## config.mk

```make
export PLATFORM = sky130hd
export DESIGN_NAME = uart_baud_gen_flat
export DESIGN_NICKNAME = d
export VERILOG_FILES = /design/src/rtl/uart_baud_gen_if.sv /design/src/rtl/uart_baud_gen.sv /design/src/flat_wrapper.sv
export SDC_FILE = /design/constraint.sdc
export NUM_CORES = 1
export LEC_CHECK = 0
export BUFFER_PORTS_ARGS = -buffer_cell sky130_fd_sc_hd__buf_2
export CAP_MARGIN = 0
export CELL_PAD_IN_SITES_DETAIL_PLACEMENT = 0
export CELL_PAD_IN_SITES_GLOBAL_PLACEMENT = 2
export CORE_ASPECT_RATIO = 0.75
export CORE_UTILIZATION = 39
export DETAILED_ROUTE_END_ITERATION = 8
export GPL_TIMING_DRIVEN = 0
export PLACE_DENSITY_LB_ADDON = 0.1
export SETUP_SLACK_MARGIN = 0.5
export SYNTH_ARGS = -nofsm -noshare
export SYNTH_HDL_FRONTEND = slang
export SYNTH_SLANG_ARGS = --single-unit
export TNS_END_PERCENT = 100
```

## constraint.sdc

```tcl
create_clock -name i_sys_clk -period 6 [get_ports i_sys_clk]
set_input_delay 0 -clock i_sys_clk [delete_from_list [all_inputs] [get_ports i_sys_clk]]
set_output_delay 0 -clock i_sys_clk [all_outputs]
set_load 0.01 [all_outputs]
```

## src/rtl/uart_baud_gen_if.sv

```systemverilog
// Configuration handshake bundle for uart_baud_gen: divisor offer, ready and error pulse.
interface uart_baud_gen_if #(
  parameter int unsigned DIV_W  = 16,
  parameter int unsigned FRAC_W = 4
);
  logic              cfg_valid;
  logic              cfg_ready;
  logic [DIV_W-1:0]  cfg_div_int;
  logic [FRAC_W-1:0] cfg_div_frac;
  logic              cfg_err;

  modport master (
    output cfg_valid, cfg_div_int, cfg_div_frac,
    input  cfg_ready, cfg_err
  );

  modport slave (
    input  cfg_valid, cfg_div_int, cfg_div_frac,
    output cfg_ready, cfg_err
  );
endinterface

```

## src/rtl/uart_baud_gen.sv

```systemverilog
// Programmable UART baud-rate generator: oversample tick, baud tick and bit-rate square wave.
// Runtime divisor (integer + optional fraction) is taken through a valid/ready handshake and
// only swapped in on a bit boundary, or immediately while the generator is disabled.
// Optional feature macro: UART_BAUD_GEN_FRAC_EN enables the fractional accumulator.
module uart_baud_gen #(
  parameter int unsigned SYSTEM_CLK     = 50000000,
  parameter int unsigned UART_BUAD_RATE = 9600,
  parameter int unsigned OVERSAMPLE     = 16,
  parameter int unsigned DIV_W          = 16,
  parameter int unsigned FRAC_W         = 4
) (
  input  logic            i_sys_clk,
  input  logic            i_rst_n,
  input  logic            i_en,
  uart_baud_gen_if.slave  cfg_if,
  output logic            o_os_tick,
  output logic            o_baud_tick,
  output logic            o_u_clk
);

  localparam int unsigned       OS_W      = $clog2(OVERSAMPLE);
  localparam longint unsigned   DIVISOR   = 64'(UART_BUAD_RATE) * 64'(OVERSAMPLE);
  localparam logic [DIV_W-1:0]  DEF_INT   = DIV_W'(64'(SYSTEM_CLK) / DIVISOR);
  localparam logic [OS_W-1:0]   OS_LAST   = OS_W'(OVERSAMPLE - 1);
  localparam logic [OS_W-1:0]   OS_HALF   = OS_W'(OVERSAMPLE / 2);

  logic [DIV_W-1:0] r_cnt;
  logic [OS_W-1:0]  r_os_cnt;
  logic             r_u_clk;
  logic [DIV_W-1:0] r_act_int;
  logic [DIV_W-1:0] r_pend_int;
  logic             r_pend;
  logic             r_err;

  logic             w_os_tick;
  logic             w_baud_tick;
  logic             w_accept;
  logic             w_cfg_ok;
  logic             w_apply;
  logic             w_carry;
  logic [OS_W-1:0]  w_os_next;
  logic [DIV_W-1:0] w_reload;
  logic [DIV_W-1:0] w_new_load;

  assign w_os_tick   = i_en && (r_cnt == '0);
  assign w_baud_tick = w_os_tick && (r_os_cnt == OS_LAST);
  assign w_accept    = cfg_if.cfg_valid && !r_pend;
  assign w_cfg_ok    = (cfg_if.cfg_div_int >= DIV_W'(2));
  // Pending divisor swaps in at a bit boundary, or at once while counting is frozen.
  assign w_apply     = r_pend && (w_baud_tick || !i_en);
  // OVERSAMPLE is a power of two, so the natural wrap is the modulo.
  assign w_os_next   = r_os_cnt + OS_W'(1);
  assign w_reload    = r_act_int - DIV_W'(1) + DIV_W'(w_carry);
  assign w_new_load  = r_pend_int - DIV_W'(1);

`ifdef UART_BAUD_GEN_FRAC_EN
  localparam logic [FRAC_W-1:0] DEF_FRAC = FRAC_W'((64'(SYSTEM_CLK) << FRAC_W) / DIVISOR);

  logic [FRAC_W-1:0] r_acc;
  logic [FRAC_W-1:0] r_act_frac;
  logic [FRAC_W-1:0] r_pend_frac;
  logic [FRAC_W:0]   w_acc_sum;

  assign w_acc_sum = {1'b0, r_acc} + {1'b0, r_act_frac};
  assign w_carry   = w_acc_sum[FRAC_W];

  // Fractional accumulator: advances on each oversample tick, clears when a new divisor lands.
  always_ff @(posedge i_sys_clk) begin
    if (!i_rst_n) begin
      r_acc <= '0;
    end else if (w_apply) begin
      r_acc <= '0;
    end else if (w_os_tick) begin
      r_acc <= w_acc_sum[FRAC_W-1:0];
    end
  end

  // Fractional part of the active and pending divisors.
  always_ff @(posedge i_sys_clk) begin
    if (!i_rst_n) begin
      r_act_frac  <= DEF_FRAC;
      r_pend_frac <= '0;
    end else begin
      if (w_apply) begin
        r_act_frac <= r_pend_frac;
      end
      if (w_accept && w_cfg_ok) begin
        r_pend_frac <= cfg_if.cfg_div_frac;
      end
    end
  end
`else
  logic [FRAC_W-1:0] w_unused_frac;

  assign w_carry       = 1'b0;
  assign w_unused_frac = cfg_if.cfg_div_frac;
`endif

  // Period down-counter, oversample position and the registered bit-rate clock.
  always_ff @(posedge i_sys_clk) begin
    if (!i_rst_n) begin
      r_cnt    <= DEF_INT - DIV_W'(1);
      r_os_cnt <= '0;
      r_u_clk  <= 1'b0;
    end else if (i_en) begin
      if (w_os_tick) begin
        r_cnt    <= w_apply ? w_new_load : w_reload;
        r_os_cnt <= w_os_next;
        r_u_clk  <= (w_os_next < OS_HALF);
      end else begin
        r_cnt <= r_cnt - DIV_W'(1);
      end
    end else if (w_apply) begin
      // Disabled apply restarts the bit phase; o_u_clk keeps its level.
      r_cnt    <= w_new_load;
      r_os_cnt <= '0;
    end
  end

  // Configuration handshake: pending slot, active integer divisor and error pulse.
  always_ff @(posedge i_sys_clk) begin
    if (!i_rst_n) begin
      r_act_int  <= DEF_INT;
      r_pend_int <= DEF_INT;
      r_pend     <= 1'b0;
      r_err      <= 1'b0;
    end else begin
      r_err <= 1'b0;
      if (w_apply) begin
        r_act_int <= r_pend_int;
        r_pend    <= 1'b0;
      end
      // Accept only happens with the slot empty, so it never races the apply above.
      if (w_accept) begin
        if (w_cfg_ok) begin
          r_pend_int <= cfg_if.cfg_div_int;
          r_pend     <= 1'b1;
        end else begin
          r_err <= 1'b1;
        end
      end
    end
  end

  assign cfg_if.cfg_ready = !r_pend;
  assign cfg_if.cfg_err   = r_err;
  assign o_os_tick        = w_os_tick;
  assign o_baud_tick      = w_baud_tick;
  assign o_u_clk          = r_u_clk;

endmodule

```

## src/flat_wrapper.sv

```systemverilog
// flat-port wrapper written by rule: the top's interface ports become plain ports
module uart_baud_gen_flat 
#(
  parameter int unsigned SYSTEM_CLK     = 50000000,
  parameter int unsigned UART_BUAD_RATE = 9600,
  parameter int unsigned OVERSAMPLE     = 16,
  parameter int unsigned DIV_W          = 16,
  parameter int unsigned FRAC_W         = 4
)
  (i_sys_clk, i_rst_n, i_en, o_os_tick, o_baud_tick, o_u_clk, cfg_if_cfg_valid, cfg_if_cfg_div_int, cfg_if_cfg_div_frac, cfg_if_cfg_ready, cfg_if_cfg_err);
  uart_baud_gen_if #(.DIV_W(DIV_W), .FRAC_W(FRAC_W)) cfg_if_i ();
  input  logic i_sys_clk;
  input  logic i_rst_n;
  input  logic i_en;
  output logic o_os_tick;
  output logic o_baud_tick;
  output logic o_u_clk;
  input wire logic [$bits(cfg_if_i.cfg_valid)-1:0] cfg_if_cfg_valid;
  input wire logic [$bits(cfg_if_i.cfg_div_int)-1:0] cfg_if_cfg_div_int;
  input wire logic [$bits(cfg_if_i.cfg_div_frac)-1:0] cfg_if_cfg_div_frac;
  output wire logic [$bits(cfg_if_i.cfg_ready)-1:0] cfg_if_cfg_ready;
  output wire logic [$bits(cfg_if_i.cfg_err)-1:0] cfg_if_cfg_err;
  assign cfg_if_i.cfg_valid = cfg_if_cfg_valid;
  assign cfg_if_i.cfg_div_int = cfg_if_cfg_div_int;
  assign cfg_if_i.cfg_div_frac = cfg_if_cfg_div_frac;
  assign cfg_if_cfg_ready = cfg_if_i.cfg_ready;
  assign cfg_if_cfg_err = cfg_if_i.cfg_err;
  uart_baud_gen #(.SYSTEM_CLK(SYSTEM_CLK), .UART_BUAD_RATE(UART_BUAD_RATE), .OVERSAMPLE(OVERSAMPLE), .DIV_W(DIV_W), .FRAC_W(FRAC_W)) u_core (.i_sys_clk(i_sys_clk), .i_rst_n(i_rst_n), .i_en(i_en), .cfg_if(cfg_if_i), .o_os_tick(o_os_tick), .o_baud_tick(o_baud_tick), .o_u_clk(o_u_clk));
endmodule
```

==> impl_metrics.env, run 1 <==
export IMPL_status="complete, no violations"
export IMPL_yosysWarningCount=0
export IMPL_vias_per_cell=5.92
export IMPL_synth_top_cell_area_share_pct=32.5
export IMPL_dr_total_vias=3424
export IMPL_final_cell_mix="nand2_1, dfxtp_1, nor2_1"
export IMPL_htreeDepth=2
export IMPL_fin_crit_sh_pct=44.6
export IMPL_clock_sinks=55
export IMPL_clk_latency_ps=310
export IMPL_n_fill_cell=875
export IMPL_fin_skew_ps=10.6
export IMPL_register_area_um2=1100
export IMPL_setup_viol=0
export IMPL_cp_max_fo=5
export IMPL_synthesis_area_um2=3390
export IMPL_ctsHoldBuffers=17
export IMPL_cap_violations=0
export IMPL_hold_ws_ps=151
export IMPL_worstSetupPathType="register to register"
export IMPL_top_layer="met4"
export IMPL_tns_ps=0
export IMPL_synth_compound_area_share_pct=17.8
export IMPL_ioPinCount=29
export IMPL_ys_ff_latch=55
export IMPL_synthAdderAreaFrac_pct=1.84
export IMPL_num_rows=29
export IMPL_seq_area_frac_synth_pct=32.5
export IMPL_grt_first_pass_wirelength_um=17700
export IMPL_hold_path_class="input pin to register"
export IMPL_r2r_start="u_core.r_act_int[0]"
export IMPL_synthMuxAreaShare_pct=7.08
export IMPL_r2r_setup_slack_ps=3320
export IMPL_post_cts_buffers=0
export IMPL_final_core_util_pct=46.9
export IMPL_seq_power_share_pct=46.8
export IMPL_worst_slew_pin_slew_ps=971
export IMPL_die_h_um=82.8
export IMPL_fp_dieW_um=110
export IMPL_numCtsBuffers=5
export IMPL_wl_met1_um=6190
export IMPL_grt_max_degree=19
export IMPL_antenna_left=0
export IMPL_worst_ep_arrival_time_ps=2870
export IMPL_synth_xor_area_share_pct=7.23
export IMPL_syn_to_final_growth_pct=16.8
export IMPL_clk_pin_slew_ps=80
export IMPL_drive_above_1_share_pct=11.5
export IMPL_cts_root_buf="clkbuf_16"
export IMPL_drt_pass1_iterations=5
export IMPL_nets=498
export IMPL_period_needed_ps=2680
export IMPL_grt_antenna_before_repair=0
export IMPL_syn_area_per_cell_um2=8.04
export IMPL_synth_top_family_by_area="simple AND/OR/NAND/NOR gates"
export IMPL_drc_errors=0
export IMPL_synth_flop_cell="dfxtp_1"
export IMPL_multi_input_area_um2=2130
export IMPL_wl_um=11800
export IMPL_synthSimpleGateAreaFrac_pct=29.0
export IMPL_start_util_pct=40.1
export IMPL_cp_start_kind="register"
export IMPL_hold_violations=0
export IMPL_ys_top_cells_by_area="dfxtp_1, mux2i_1, nand2_1"
export IMPL_grt_ovfl_total=0
export IMPL_end_kind="register"
export IMPL_r2r_end="u_core.r_cnt[12]"
export IMPL_async_flop_share_pct=0
export IMPL_power_leakage_nw=1.48
export IMPL_power_switching_share_pct=31.0
export IMPL_slew_headroom_pct=34.6
export IMPL_r2r_cells=7
export IMPL_dr_wl_met2_um=4770
export IMPL_synth_top_cell_by_area="dfxtp_1"
export IMPL_antenna_cells=0
export IMPL_place_congestion=0.918
export IMPL_slew_violations=0
export IMPL_wl_per_cell_um=20.4
export IMPL_synth_cells=422
export IMPL_die_area_um2=9080
export IMPL_dp_hpwl_um=8790
export IMPL_grt_pass1_vias=3030
export IMPL_synth_edf_count=0
export IMPL_power_switching_mw=0.270
export IMPL_hold_path_end="u_core.r_cnt[12]"
export IMPL_fp_coreArea_um2=8450
export IMPL_p_per_area_nw_per_um2=220
export IMPL_rsz0062_at_grt="no"
export IMPL_p_clk_share_pct=35.5
export IMPL_max_clock_freq_ghz=0.373
export IMPL_grt_usage_pct=27.0
export IMPL_ctsResizeCount=0
export IMPL_mostFrequentLayoutCell="nand2_1"
export IMPL_synth_cell_types=63
export IMPL_io_buffers=23
export IMPL_ctsLongestPathBuffers=2
export IMPL_met3_length_um=658
export IMPL_hold_path_startpoint="i_rst_n"
export IMPL_syn_nets=451
export IMPL_comb_power_share_pct=17.7
export IMPL_hold_path_depth=2
export IMPL_internal_power_mw=0.601
export IMPL_required_ps=6190
export IMPL_cts_tree="yes"
export IMPL_drt_iter0_markers=304
export IMPL_vdd_drop_max_mv=0.172
-- logic make-up (layout without fill, tap and decap cells) --
kind of cell | Yosys count | count (layout)
and+or+nand+nor | 190 | 190
DFF | 55 | 55
adders and majority gates | 5 | 5
buffers and inverters | 34 | 82
AOI/OAI and AO/OA | 86 | 86
muxes | 24 | 24
xor gates and xnor gates | 28 | 28
-- per-layer routing --
metal / vias up / GRT usage [%]
met1: 1652 / 41.8
met5: - / 0
met3: 15 / 4.63
li1: 1646 / -
met2: 111 / 37.7
met4: 0 / 6.67
-- worst max path at each step --
stage                         from               end  slack [ps]
2_1_floorplan  u_core.r_act_int[0]  u_core.r_cnt[12]        3710
3_3_place_gp   u_core.r_act_int[0]  u_core.r_cnt[12]        3360
3_5_place_dp   u_core.r_act_int[0]  u_core.r_cnt[12]        3380
4_1_cts        u_core.r_act_int[0]  u_core.r_cnt[12]        3370
5_1_grt        u_core.r_act_int[0]  u_core.r_cnt[12]        3250
6_report       u_core.r_act_int[0]  u_core.r_cnt[12]        3320
-- worst max-delay path, cell delays in order, from the launching register on --
cell     delay (ps)
dfxtp_1         360
inv_1           120
ha_1            270
or4b_1          530
or4b_1          510
xor2_1          290
nor3_2           90
o41a_1          400
-- cells in the mapped netlist, drive strengths merged, types with 5 or more instances --
cell,number
a211oi,12
a21oi,23
a31oi,6
buf,11
clkbuf,12
dfxtp,55
ha,5
inv,9
mux2i,24
nand2,57
nand3,16
nand4,6
nor2,44
nor3,15
nor4,14
o21ai,11
o31ai,5
or3,8
or4,5
xnor2,8
xor2,20
-- cell type report --
cell class / count / share of cell area, %
plain buffers: 23 / 2.91
flip-flops and latches: 55 / 27.8
well taps: 108 / 3.41
clock inverters: 3 / 0.600
multi-input cells: 333 / 53.9
inverters: 11 / 1.04
repair buffers: 40 / 7.20
clock buffers: 5 / 3.16
-- metrics by stage --
step           cell area [um^2]  power, mW  setup WS [ps]  instances
2_1_floorplan              3390      0.507           3710        422
3_3_place_gp               3640      0.557           3360        553
3_5_place_dp               3640      0.557           3380        553
4_1_cts                    3960      0.871           3370        578
5_1_grt                    3960      0.907           3250        578
6_report                   3960      0.871           3320        578
-- sequential cells by signal, summed over array words and instances (netlist names) --
register               cells
u_core.cfg_if.cfg_err      1
u_core.o_u_clk             1
u_core.r_act_int          16
u_core.r_cnt              16
u_core.r_os_cnt            4
u_core.r_pend              1
u_core.r_pend_int         16
-- power by group through the flow --
| stage | Clock, mW | Sequential (mW) | Combinational, mW |
|---|---|---|---|
| floorplan | 0 | 0.407 | 0.100 |
| detailed placement | 0 | 0.416 | 0.142 |
| finish | 0.309 | 0.408 | 0.154 |
| global route | 0.329 | 0.411 | 0.167 |
| CTS | 0.313 | 0.407 | 0.151 |
| global placement | 0 | 0.416 | 0.142 |
Note: power is estimated with default switching activity, not from simulation.
==> run 2, diff against run 1 <==
Settings changed: ABC_AREA set to 1, CORE_UTILIZATION 39 to 33.
Clock period 6 ns to 2.5 ns, I/O delays scaled along.
==> run 2 against run 1 <==
Compared with the run above:
- hold slack got worse by 140 ps
- core utilization fell by 6.9 points
- critical path type unchanged
- count of clock-buffer cells in the layout rose by 1
- sequential share of layout area fell by 1.2 points
- power rose to 2.5 times the previous value
==> impl_metrics.env, run 2 <==
export IMPL_grt_usage_pct=23.2
export IMPL_synth_flop_cell="dfxtp_1"
export IMPL_async_flop_share_pct=0
export IMPL_grt_first_pass_wirelength_um=19500
export IMPL_status="complete, no violations"
export IMPL_fin_ws_ps=668
export IMPL_max_stage_delay_ps=480
export IMPL_hold_path_startpoint="cfg_if_cfg_div_int[13]"
export IMPL_drt_pass1_iterations=4
export IMPL_fin_crit_sh_pct=73.3
export IMPL_synth_top_cell_area_share_pct=30.9
export IMPL_r2r_start="u_core.r_pend"
export IMPL_r2r_cells=7
export IMPL_num_rows=32
export IMPL_synth_cell_types=34
export IMPL_cts_tree="yes"
export IMPL_rsz0062_at_grt="no"
export IMPL_ctsLongestPathBuffers=2
export IMPL_vdd_drop_max_mv=0.266
export IMPL_hold_path_end="u_core.r_pend_int[13]"
export IMPL_numCtsBuffers=5
export IMPL_pre_cts_slack_ps=466
export IMPL_period_needed_ps=1830
export IMPL_multi_input_area_um2=2120
export IMPL_r2r_setup_slack_ps=670
export IMPL_power_total_mw=2.20
export IMPL_synth_most_common_cell="nand2_1"
export IMPL_grt_max_degree=17
export IMPL_syn_nets=592
export IMPL_hold_violations=0
export IMPL_syn_to_final_growth_pct=16.4
export IMPL_n_fill_cell=1147
export IMPL_clock_sinks=55
export IMPL_hold_path_class="input pin to register"
export IMPL_top_regs="u_core.r_act_int: 16 flops, u_core.r_cnt: 16 flops, u_core.r_pend_int: 16 flops"
export IMPL_syn_area_per_cell_um2=6.33
export IMPL_antenna_left=0
export IMPL_wl_per_cell_um=16.0
export IMPL_nets=633
export IMPL_cp_start_kind="register"
export IMPL_ys_ff_latch=55
export IMPL_wl_um=11900
export IMPL_drc_errors=0
export IMPL_fp_coreArea_um2=10400
export IMPL_antenna_cells=0
export IMPL_final_cell_mix="nand2_1, inv_1, nor2_1"
export IMPL_clk_pin_slew_ps=80
export IMPL_grt_pass1_vias=3604
export IMPL_htreeDepth=2
export IMPL_synth_cells=563
export IMPL_cts_root_buf="clkbuf_16"
export IMPL_end_kind="register"
export IMPL_synth_top_cell_by_area="dfxtp_1"
export IMPL_clk_latency_ps=300
export IMPL_drive_above_1_share_pct=13.7
export IMPL_power_leakage_nw=1.82
export IMPL_grt_ovfl_total=0
export IMPL_register_area_um2=1100
export IMPL_slew_violations=0
export IMPL_worst_slew_pin_slew_ps=676
export IMPL_setup_viol=0
export IMPL_slew_headroom_pct=54.9
export IMPL_ioPinCount=29
export IMPL_r2r_end="u_core.r_cnt[10]"
export IMPL_die_h_um=92.0
export IMPL_required_ps=2730
export IMPL_hold_path_depth=3
export IMPL_placed_cell_area_um2=3850
export IMPL_drt_iter0_markers=248
export IMPL_grt_antenna_before_repair=0
export IMPL_yosysWarningCount=0
export IMPL_worstSetupPathType="register to register"
export IMPL_crit_chain="clkbuf_2, inv_1, nor2_2, inv_2, o22ai_1, inv_1, a21oi_1"
export IMPL_mostFrequentLayoutCell="nand2_1"
export IMPL_place_congestion=0.845
export IMPL_critPathSlowestCell="nor2_2"
export IMPL_dr_total_vias=3724
export IMPL_worst_ep_arrival_time_ps=2060
export IMPL_die_area_um2=11200
export IMPL_vias_per_cell=5.03
export IMPL_stdcell_area_um2=4150
export IMPL_max_clock_freq_ghz=0.546
export IMPL_fp_dieW_um=122
export IMPL_cp_max_fo=9
export IMPL_synthesis_area_um2=3560
export IMPL_synth_edf_count=0
export IMPL_p_per_area_nw_per_um2=530
export IMPL_final_core_util_pct=40.0
export IMPL_cap_violations=0
export IMPL_ys_top_cells_by_area="dfxtp_1, nand2_1, nand3_1"
export IMPL_io_buffers=24
export IMPL_tns_ps=0
export IMPL_dp_hpwl_um=9300
export IMPL_start_util_pct=34.4
export IMPL_yosys_top_cells_count="nand2_1, inv_1, nor2_1, dfxtp_1, nand3_1"
export IMPL_seq_area_frac_synth_pct=30.9
export IMPL_cpMostUsedCell="inv_1"
export IMPL_fin_skew_ps=5.98
run 2: cell count changes in the layout (fill, tap and decap cells not counted), moves of 7 or more:
cell and delta:
nand3_1 +34, a211oi_1 -12, or3_1 -8, nor4_1 -10, o21ai_0 +24, mux2i_1 -24
inv_1 +55, nor3_1 -7, nor2_1 +17, nor2_2 +8, nand2_1 +76, dlygate4sd3_1 -9
a21oi_1 +24
run 2: timing repair:
action	CTS	global route
setup endpoints to repair	5	41
resized for setup	2	15
pin swaps	0	2
endpoints found under the hold margin	8	0
hold buffers	8	0
buffers inserted	0	2
run 2: cell type report:
type,count,share of cell area (%)
Clock inverter,1,0.211
Buffer,18,2.75
Clock buffer,6,3.35
Sequential cell,55,26.6
Inverter,72,6.64
Tap cell,136,4.10
Timing Repair Buffer,34,5.19
Multi-Input combinational cell,418,51.2
run 2: critical path, delay by kind of cell (launching register included):
kind / cells / cell delay (ps)
AOI/OAI and AO/OA: 2 / 320
buffers and inverters: 4 / 650
DFF: 1 / 310
and+or+nand+nor: 1 / 480
run 2: per-stage QoR:
step / hold WS, ps / cells
after CTS: 4.45 / 738
after global routing: 35.4 / 740
after global placement: 215 / 723
after floorplan: 113 / 563
final: 13.0 / 740
after detailed placement: 222 / 723
run 2: how the worst max path moves through the flow:
stage,from,endpoint,cells after the start
final,u_core.r_pend,u_core.r_cnt[10],7
after global routing,u_core.r_cnt[0],u_core.r_cnt[12],15
after CTS,u_core.r_cnt[0],o_os_tick,10
after detailed placement,u_core.r_cnt[0],u_core.r_cnt[4],13
after global placement,u_core.r_cnt[0],u_core.r_cnt[10],13
after floorplan,u_core.r_cnt[0],u_core.r_cnt[5],14
run 2: report_power, final:
group	internal (mW)	total (mW)	leakage, nW	switching [mW]
Sequential	0.930	0.987	0.451	0.0577
Clock	0.399	0.745	0.0733	0.347
Combinational	0.165	0.464	1.29	0.299
run 2: logic make-up after synthesis:
kind of cell | synth area share, %
AOI/OAI and AO/OA | 17.2
buffers and inverters | 10.6
DFF | 30.9
xor gates and xnor gates | 4.18
and+or+nand+nor | 35.3
adders and majority gates | 1.76
run 2: layer usage:
layer  GRT usage [%]  wire length [um]  vias up  part of all wire (%)
met3            2.99               437        8                   3.7
met2            33.9              4820       56                    41
met5               0                 0        -                     0
met4            4.32                91        0                  0.77
li1                -                 -     1920                     -
met1            35.7              6530     1740                    55
